**config.mk**
```make
export PLATFORM = sky130hd
export DESIGN_NAME = line_fetcher
export DESIGN_NICKNAME = d
export VERILOG_FILES = /design/src/rtl/line_fetcher.sv
export SDC_FILE = /design/constraint.sdc
export NUM_CORES = 1
export LEC_CHECK = 0
export CAP_MARGIN = 20
export CORE_ASPECT_RATIO = 0.6
export CORE_MARGIN = 2
export CORE_UTILIZATION = 40
export DETAILED_ROUTE_END_ITERATION = 16
export PLACE_DENSITY_LB_ADDON = 0.1
export SLEW_MARGIN = 20
export SYNTH_ARGS = -nofsm -noshare
export SYNTH_HDL_FRONTEND = slang
export SYNTH_SLANG_ARGS = --single-unit
export TNS_END_PERCENT = 50
```
**constraint.sdc**
```tcl
create_clock -name clk_i -period 2.4 [get_ports clk_i]
set_input_delay 0.24 -clock clk_i [delete_from_list [all_inputs] [get_ports clk_i]]
set_output_delay 0.24 -clock clk_i [all_outputs]
set_load 0.005 [all_outputs]
```
**src/rtl/line_fetcher.sv**
```systemverilog
// Double-buffered video line DMA: a non-pipelined Wishbone read master that copies one
// scanline per HSYNC into alternating line buffers, with per-line stride and VSYNC abort.
module line_fetcher #(
    parameter int AW  = 23,
    parameter int DW  = 16,
    parameter int LBW = 8
) (
    input  logic           clk_i,
    input  logic           reset_i,
    input  logic           den_i,
    input  logic           hsync_i,
    input  logic           vsync_i,
    input  logic [AW-1:0]  fb_adr_i,
    input  logic [AW-1:0]  stride_i,
    input  logic [LBW:0]   line_len_i,
    output logic           cyc_o,
    output logic           stb_o,
    output logic [AW-1:0]  adr_o,
    input  logic           ack_i,
    input  logic [DW-1:0]  dat_i,
    output logic           s_we_o,
    output logic [LBW-1:0] s_adr_o,
    output logic [DW-1:0]  s_dat_o,
    output logic           s_buf_o,
    output logic           done_o,
    output logic           ovr_o
);

    typedef enum logic {
        IDLE  = 1'b0,
        FETCH = 1'b1
    } state_t;

    localparam logic [LBW:0]   MAX_LEN  = {1'b1, {LBW{1'b0}}};
    localparam logic [LBW:0]   CNT_ONE  = (LBW+1)'(1);
    localparam logic [AW-1:0]  ADR_ONE  = AW'(1);
    localparam logic [LBW-1:0] SADR_ONE = LBW'(1);

    state_t         state_q, state_d;
    logic           hs_q, vs_q;
    logic [AW-1:0]  adr_q, adr_d;
    logic [AW-1:0]  line_ptr_q, line_ptr_d;
    logic [LBW:0]   count_q, count_d;
    logic [LBW-1:0] s_adr_q, s_adr_d;
    logic           s_buf_q, s_buf_d;
    logic           done_q, done_d;
    logic           ovr_q, ovr_d;
    logic           hs_e, vs_e;

    assign hs_e = hsync_i & ~hs_q;
    assign vs_e = vsync_i & ~vs_q;

    always_comb begin
        state_d    = state_q;
        adr_d      = adr_q;
        line_ptr_d = line_ptr_q;
        count_d    = count_q;
        s_adr_d    = s_adr_q;
        s_buf_d    = s_buf_q;
        done_d     = 1'b0;
        ovr_d      = 1'b0;

        // VSYNC outranks everything, including a simultaneous HSYNC edge or ack.
        if (vs_e) begin
            line_ptr_d = fb_adr_i;
            adr_d      = fb_adr_i;
            state_d    = IDLE;
        end else begin
            case (state_q)
                IDLE: begin
                    if (hs_e && den_i && (line_len_i != '0)) begin
                        state_d    = FETCH;
                        adr_d      = line_ptr_q;
                        s_adr_d    = '0;
                        s_buf_d    = ~s_buf_q;
                        count_d    = (line_len_i > MAX_LEN) ? MAX_LEN : line_len_i;
                        line_ptr_d = line_ptr_q + stride_i;
                    end
                end
                FETCH: begin
                    if (hs_e) begin
                        ovr_d = 1'b1;
                    end
                    if (ack_i) begin
                        adr_d   = adr_q + ADR_ONE;
                        s_adr_d = s_adr_q + SADR_ONE;
                        count_d = count_q - CNT_ONE;
                        if (count_q == CNT_ONE) begin
                            state_d = IDLE;
                            done_d  = 1'b1;
                        end
                    end
                end
                default: state_d = IDLE;
            endcase
        end
    end

    always_ff @(posedge clk_i) begin
        if (reset_i) begin
            state_q    <= IDLE;
            hs_q       <= 1'b0;
            vs_q       <= 1'b0;
            adr_q      <= '0;
            line_ptr_q <= '0;
            count_q    <= '0;
            s_adr_q    <= '0;
            s_buf_q    <= 1'b0;
            done_q     <= 1'b0;
            ovr_q      <= 1'b0;
        end else begin
            state_q    <= state_d;
            hs_q       <= hsync_i;
            vs_q       <= vsync_i;
            adr_q      <= adr_d;
            line_ptr_q <= line_ptr_d;
            count_q    <= count_d;
            s_adr_q    <= s_adr_d;
            s_buf_q    <= s_buf_d;
            done_q     <= done_d;
            ovr_q      <= ovr_d;
        end
    end

    assign cyc_o   = (state_q == FETCH);
    assign stb_o   = cyc_o;
    assign adr_o   = adr_q;
    assign s_we_o  = cyc_o & ack_i & ~vs_e;
    assign s_adr_o = s_adr_q;
    assign s_dat_o = dat_i;
    assign s_buf_o = s_buf_q;
    assign done_o  = done_q;
    assign ovr_o   = ovr_q;

endmodule
```
After elaboration in Yosys (flattened, before gate mapping):

Index checks and enable logic that the tools add are counted.

* register bits: 69
* input port bits: 77
* output and inout bits: 53
* word-level logic and storage cells: 62

* $add $sub $neg: 4
* order comparisons: 1
* equal/unequal tests: 6
* muxes and demuxes: 20
* bitwise logic cells: 10
* reduce and logical (&&, ||, !) cells: 11

Operators with widths (count)
* 23-bit two-way mux: 6
* 23-bit one-hot mux with 2 select lines: 1
* 9-bit two-way mux: 3
* 23-bit by 1-bit adder with 23-bit output (second input constant): 1
* 23-bit adder: 1
* 9-bit one-hot mux with 2 select lines: 1
* 8-bit two-way mux: 2
* 8-bit one-hot mux with 2 select lines: 1
* 9-bit by 1-bit equality test with 1-bit output (second input constant): 1
* 9-bit > comparator (second input constant): 1
* 9-bit nonzero test: 1
* 9-bit by 1-bit subtractor with 9-bit output (second input constant): 1
* 8-bit by 1-bit adder with 8-bit output (second input constant): 1
* 1-bit inverter: 6
* 3-bit AND reduction: 2
* 1-bit two-way mux: 5
* 1-bit AND: 4
* 2-bit inequality test (second input constant): 2
* 2-bit AND reduction: 2
* 4-bit OR reduction: 1
* 3-bit by 2-bit inequality test with 1-bit output (second input constant): 1
* 3-bit inequality test (second input constant): 1
* 3-bit OR reduction: 1
* 1-bit logical AND: 2
* other kinds (4): 4

Logic depth before layout (Yosys ltp):

* depth after elaboration: 7
* mapped depth: 10
* depth with buffers taken out: 10

Worst setup path before layout:

OpenSTA, ideal clock, no wires.

* path kind: register to register
* start: register line_ptr_q[0]
* end: register line_ptr_q[18]
* library setup time: 0.103 ns
* arrival time: 2.167 ns
* data required time: 2.297 ns
* setup slack: 0.130 ns
* stages on the path, launching flop included: 11
* buffers on the path: 0
* clock period less this slack: 2.270 ns
* cell sequence: dfxtp_1 > ha_1 > inv_1 > fa_1 > nor2b_1 > o2111ai_1 > a21oi_1 > nor4_1 > o31ai_1 > xnor2_1 > a2111oi_2

* word-level cells in the longest chain between the ends: 4

RTL lines
* start, declared: line 42 `logic [AW-1:0] line_ptr_q, line_ptr_d;`
* start signal, assigned: line 116 `line_ptr_q <= line_ptr_d;`
* 23-bit adder: line 77 `line_ptr_d = line_ptr_q + stride_i;`
* 23-bit two-way mux: line 71 `if (hs_e && den_i && (line_len_i != '0)) begin`
* 23-bit two-way mux: line 69 `case (state_q)`
* 23-bit two-way mux: line 64 `if (vs_e) begin`

Every way passes these cells. The select of a mux whose other input is x is not followed.
A chain may end at the register's enable or synchronous reset.

Final worst setup path:

* start: input port stride_i[1]
* end: register line_ptr_q[17]

* word-level cells in the longest chain between the ends: 4

RTL lines
* start, declared: line 14 `input logic [AW-1:0] stride_i,`
* 23-bit adder: line 77
* 23-bit two-way mux: line 71
* 23-bit two-way mux: line 69
* 23-bit two-way mux: line 64

Every way passes these cells. The select of a mux whose other input is x is not followed.

==> impl_metrics.ini <==
[grt]
gr-total-overflow = 0
grt_pass1_wl_um = 26700
grt_pass1_vias = 5194
grt_max_degree = 42
grtUsageTotal_pct = 24.9
antenna_found_initial = 0

[critical_path]
critPathRequiredTime_ns = 2.62
critical_path_class = in -> reg
worstPathMaxFanout = 4
rr_startpoint = line_ptr_q[1]
start_kind = input pin
endpoint_kind = flip-flop
ff2ff_path_depth = 10
path_common_cell = a21oi_1
startpoint = stride_i[1]
arrival_ns = 2.53
r2r_setup_slack_ns = 0.10
path_cells = clkdlybuf4s50_1 -> buf_4 -> ha_1 -> a21oi_1 -> nor2_2 -> o211ai_1 -> a21oi_1 -> buf_4 -> a21oi_1 -> xor2_1 -> a2111oi_0
slowest_delay_ns = 0.42
critPathSlowestCell = clkdlybuf4s50_1
timing.rr.end = line_ptr_q[17]

[cells_and_area]
syn2layout_area_growth_pct = 35.4
layout_commonest_cell = clkdlybuf4s50_1
design_area_mm2 = 0.00682
final_util_pct = 56.0
finalNonFillerCells = 955
antenna_cells = 0
most-common-layout-cells = clkdlybuf4s50_1, nor2_1, buf_4
drive_gt1_share_pct = 15.1
nets = 890

[synth]
synthTopCellsByArea = dfxtp_1, a21oi_1, ha_1
netlist.area_leader.share_pct = 27.4
synth_edf_count = 0
netlist_instances = 661
synth_cell_types = 65
ys_ff_latch = 69
avgSynthCellArea_um2 = 7.62
synthArstFlopShare_pct = 0
yosysTopAreaCell = dfxtp_1
synth-main-ff-cell = dfxtp_1
ys_seq_area_share_pct = 27.4
syn_nets = 765
yosysWarnings = 0
syn_area_mm2 = 0.00504

[drt]
num_vias = 5512
routed_wl_um = 16700
drc_errors = 0
drt-pass1-iter-count = 5
antenna_left = 0
wl_per_cell_um = 17.5
viasPerCell = 5.77
first_iter_violations = 442

[clock_network]
clkTransAtPathRegs_ns = 0.06
hold_buffers = 0
clock_sinks = 69
clock_latency_ns = 0.34
cts_buffer_depth = 2
cts_tree = yes
htree_num_levels = 3
cts_root_buffer = clkbuf_16
cts_buffers = 9

[die]
initial_core_util_pct = 41.3
die_width_um = 149
ioPinCount = 130
dieArea_mm2 = 0.0135
core-area_mm2 = 0.0122
die_h_um = 90.9
rows = 31

[run_status]
status = complete, no violations

[power_and_ir_drop]
p_leak_nw = 2.63
ir_drop_uv = 333
power.internal_mw = 2.61
seq_power_share_pct = 35.1
sw_frac_of_total_pct = 31.4
p_switching_mw = 1.19
p_per_area_mw_per_mm2 = 557
p_clk_share_pct = 33.3
pwr-share-comb_pct = 31.6

[worst_hold_path]
hold_end = line_ptr_q[1]
holdPathStages = 2
worstHoldPathType = in -> reg
hp-start = reset_i

[place]
placed_area_mm2 = 0.00645
port_buffers = 97
hpwl_um = 12700
dpl.cell_count = 939
place.gp.congestion = 0.905

[sta]
rsz0062_at_grt = true
setup_violations = 0
period_share_pct = 96.1
slew-limit-headroom_pct = 47.1
period_minus_slack_ns = 2.31
fin_hold_ws_ns = 0.337
setup-tns-final_ns = 0
skew_ns = 0.00656
hold_viol_final = 0
maxSlewViolCount = 0
fmax_ghz = 0.433
worstMarginPinSlew_ns = 0.790

[job]
drv_cap = 0
-- critical path, delay by kind of cell --
kind / cells / cell delay [ns]
AND/OR/NAND/NOR: 1 / 0.10
AO/OA/AOI/OAI: 5 / 1.10
XOR/XNOR: 1 / 0.09
buffers and inverters: 3 / 0.72
adder cells (fa/ha/maj): 1 / 0.29
-- registers in the layout, indices dropped and copies added (netlist names) --
register / cells
cyc_o: 1
s_adr_o: 8
ovr_o: 1
count_q: 9
s_buf_o: 1
done_o: 1
line_ptr_q: 23
vs_q: 1
adr_o: 23
hs_q: 1
-- synth_stat cells, types with 9 or more instances --
| cell type | n |
|---|---|
| nor2_1 | 79 |
| dfxtp_1 | 69 |
| a21oi_1 | 67 |
| nand2_1 | 61 |
| o21ai_0 | 43 |
| a211oi_1 | 28 |
| clkbuf_1 | 27 |
| ha_1 | 26 |
| nand3_1 | 21 |
| nor3_1 | 21 |
| xor2_1 | 19 |
| buf_4 | 17 |
| xnor2_1 | 15 |
| nand4_1 | 13 |
| a31oi_1 | 11 |
| inv_1 | 11 |
| a21o_1 | 10 |
| nor4_1 | 9 |
-- logic make-up (layout without fill, tap and decap cells) --
group                      after synthesis  count (layout)  share of synthesized area, %
DFF                                     69              69                          27.4
xor gates and xnor gates                34              34                          5.91
muxes                                    4               4                         0.795
AOI/OAI and AO/OA                      212             212                          26.8
adders and majority gates               27              27                          6.86
buffers and inverters                   69             198                          8.05
and+or+nand+nor                        246             246                          24.1
-- worst max-delay path by stage --
stage                     slack, ns  cells after the start              to
after floorplan                0.13                     10  line_ptr_q[18]
after global placement        -0.57                     12  line_ptr_q[18]
after detailed placement      -0.75                     12  line_ptr_q[18]
after CTS                     0.009                     12  line_ptr_q[18]
after global routing          -0.08                     11  line_ptr_q[18]
final                          0.09                     11  line_ptr_q[17]
-- what timing repair did --
action / in CTS / in global routing
resized for setup: 8 / 13
setup endpoints to repair: 3 / 7
cloned: 0 / 0
pin swaps: 2 / 4
buffers inserted: 0 / 1
-- power groups by stage --
stage	registers (mW)	logic [mW]	clock network, mW
floorplan	1.34	0.666	0
global placement	1.35	1.13	0
detailed placement	1.35	1.15	0
CTS	1.33	1.17	1.29
global route	1.35	1.31	1.35
finish	1.33	1.20	1.27
-- metal layers --
layer	vias up	routed length [um]	global-route usage, %
met5	-	0	0
met4	0	193	5.56
met3	21	1300	5.51
met2	240	7110	36.8
li1	2663	-	-
met1	2588	8100	36.7
-- through the flow --
step | total power [mW] | worst slack (ns)
after floorplan | 2.00 | 0.130
after global placement | 2.49 | -0.571
after detailed placement | 2.50 | -0.746
after CTS | 3.79 | 0.00851
after global routing | 4.00 | -0.0756
final | 3.80 | 0.0930
-- final cells by class --
| class | instances | area [um^2] |
|---|---|---|
| clock buffers | 14 | 274 |
| inverters | 11 | 41.3 |
| clock inverters | 1 | 5.00 |
| multi-input cells | 523 | 3340 |
| well taps | 165 | 206 |
| flip-flops and latches | 69 | 1380 |
| repair buffers | 172 | 1570 |
| fillers | 1157 | 5360 |
(Power assumes the default switching activity.)
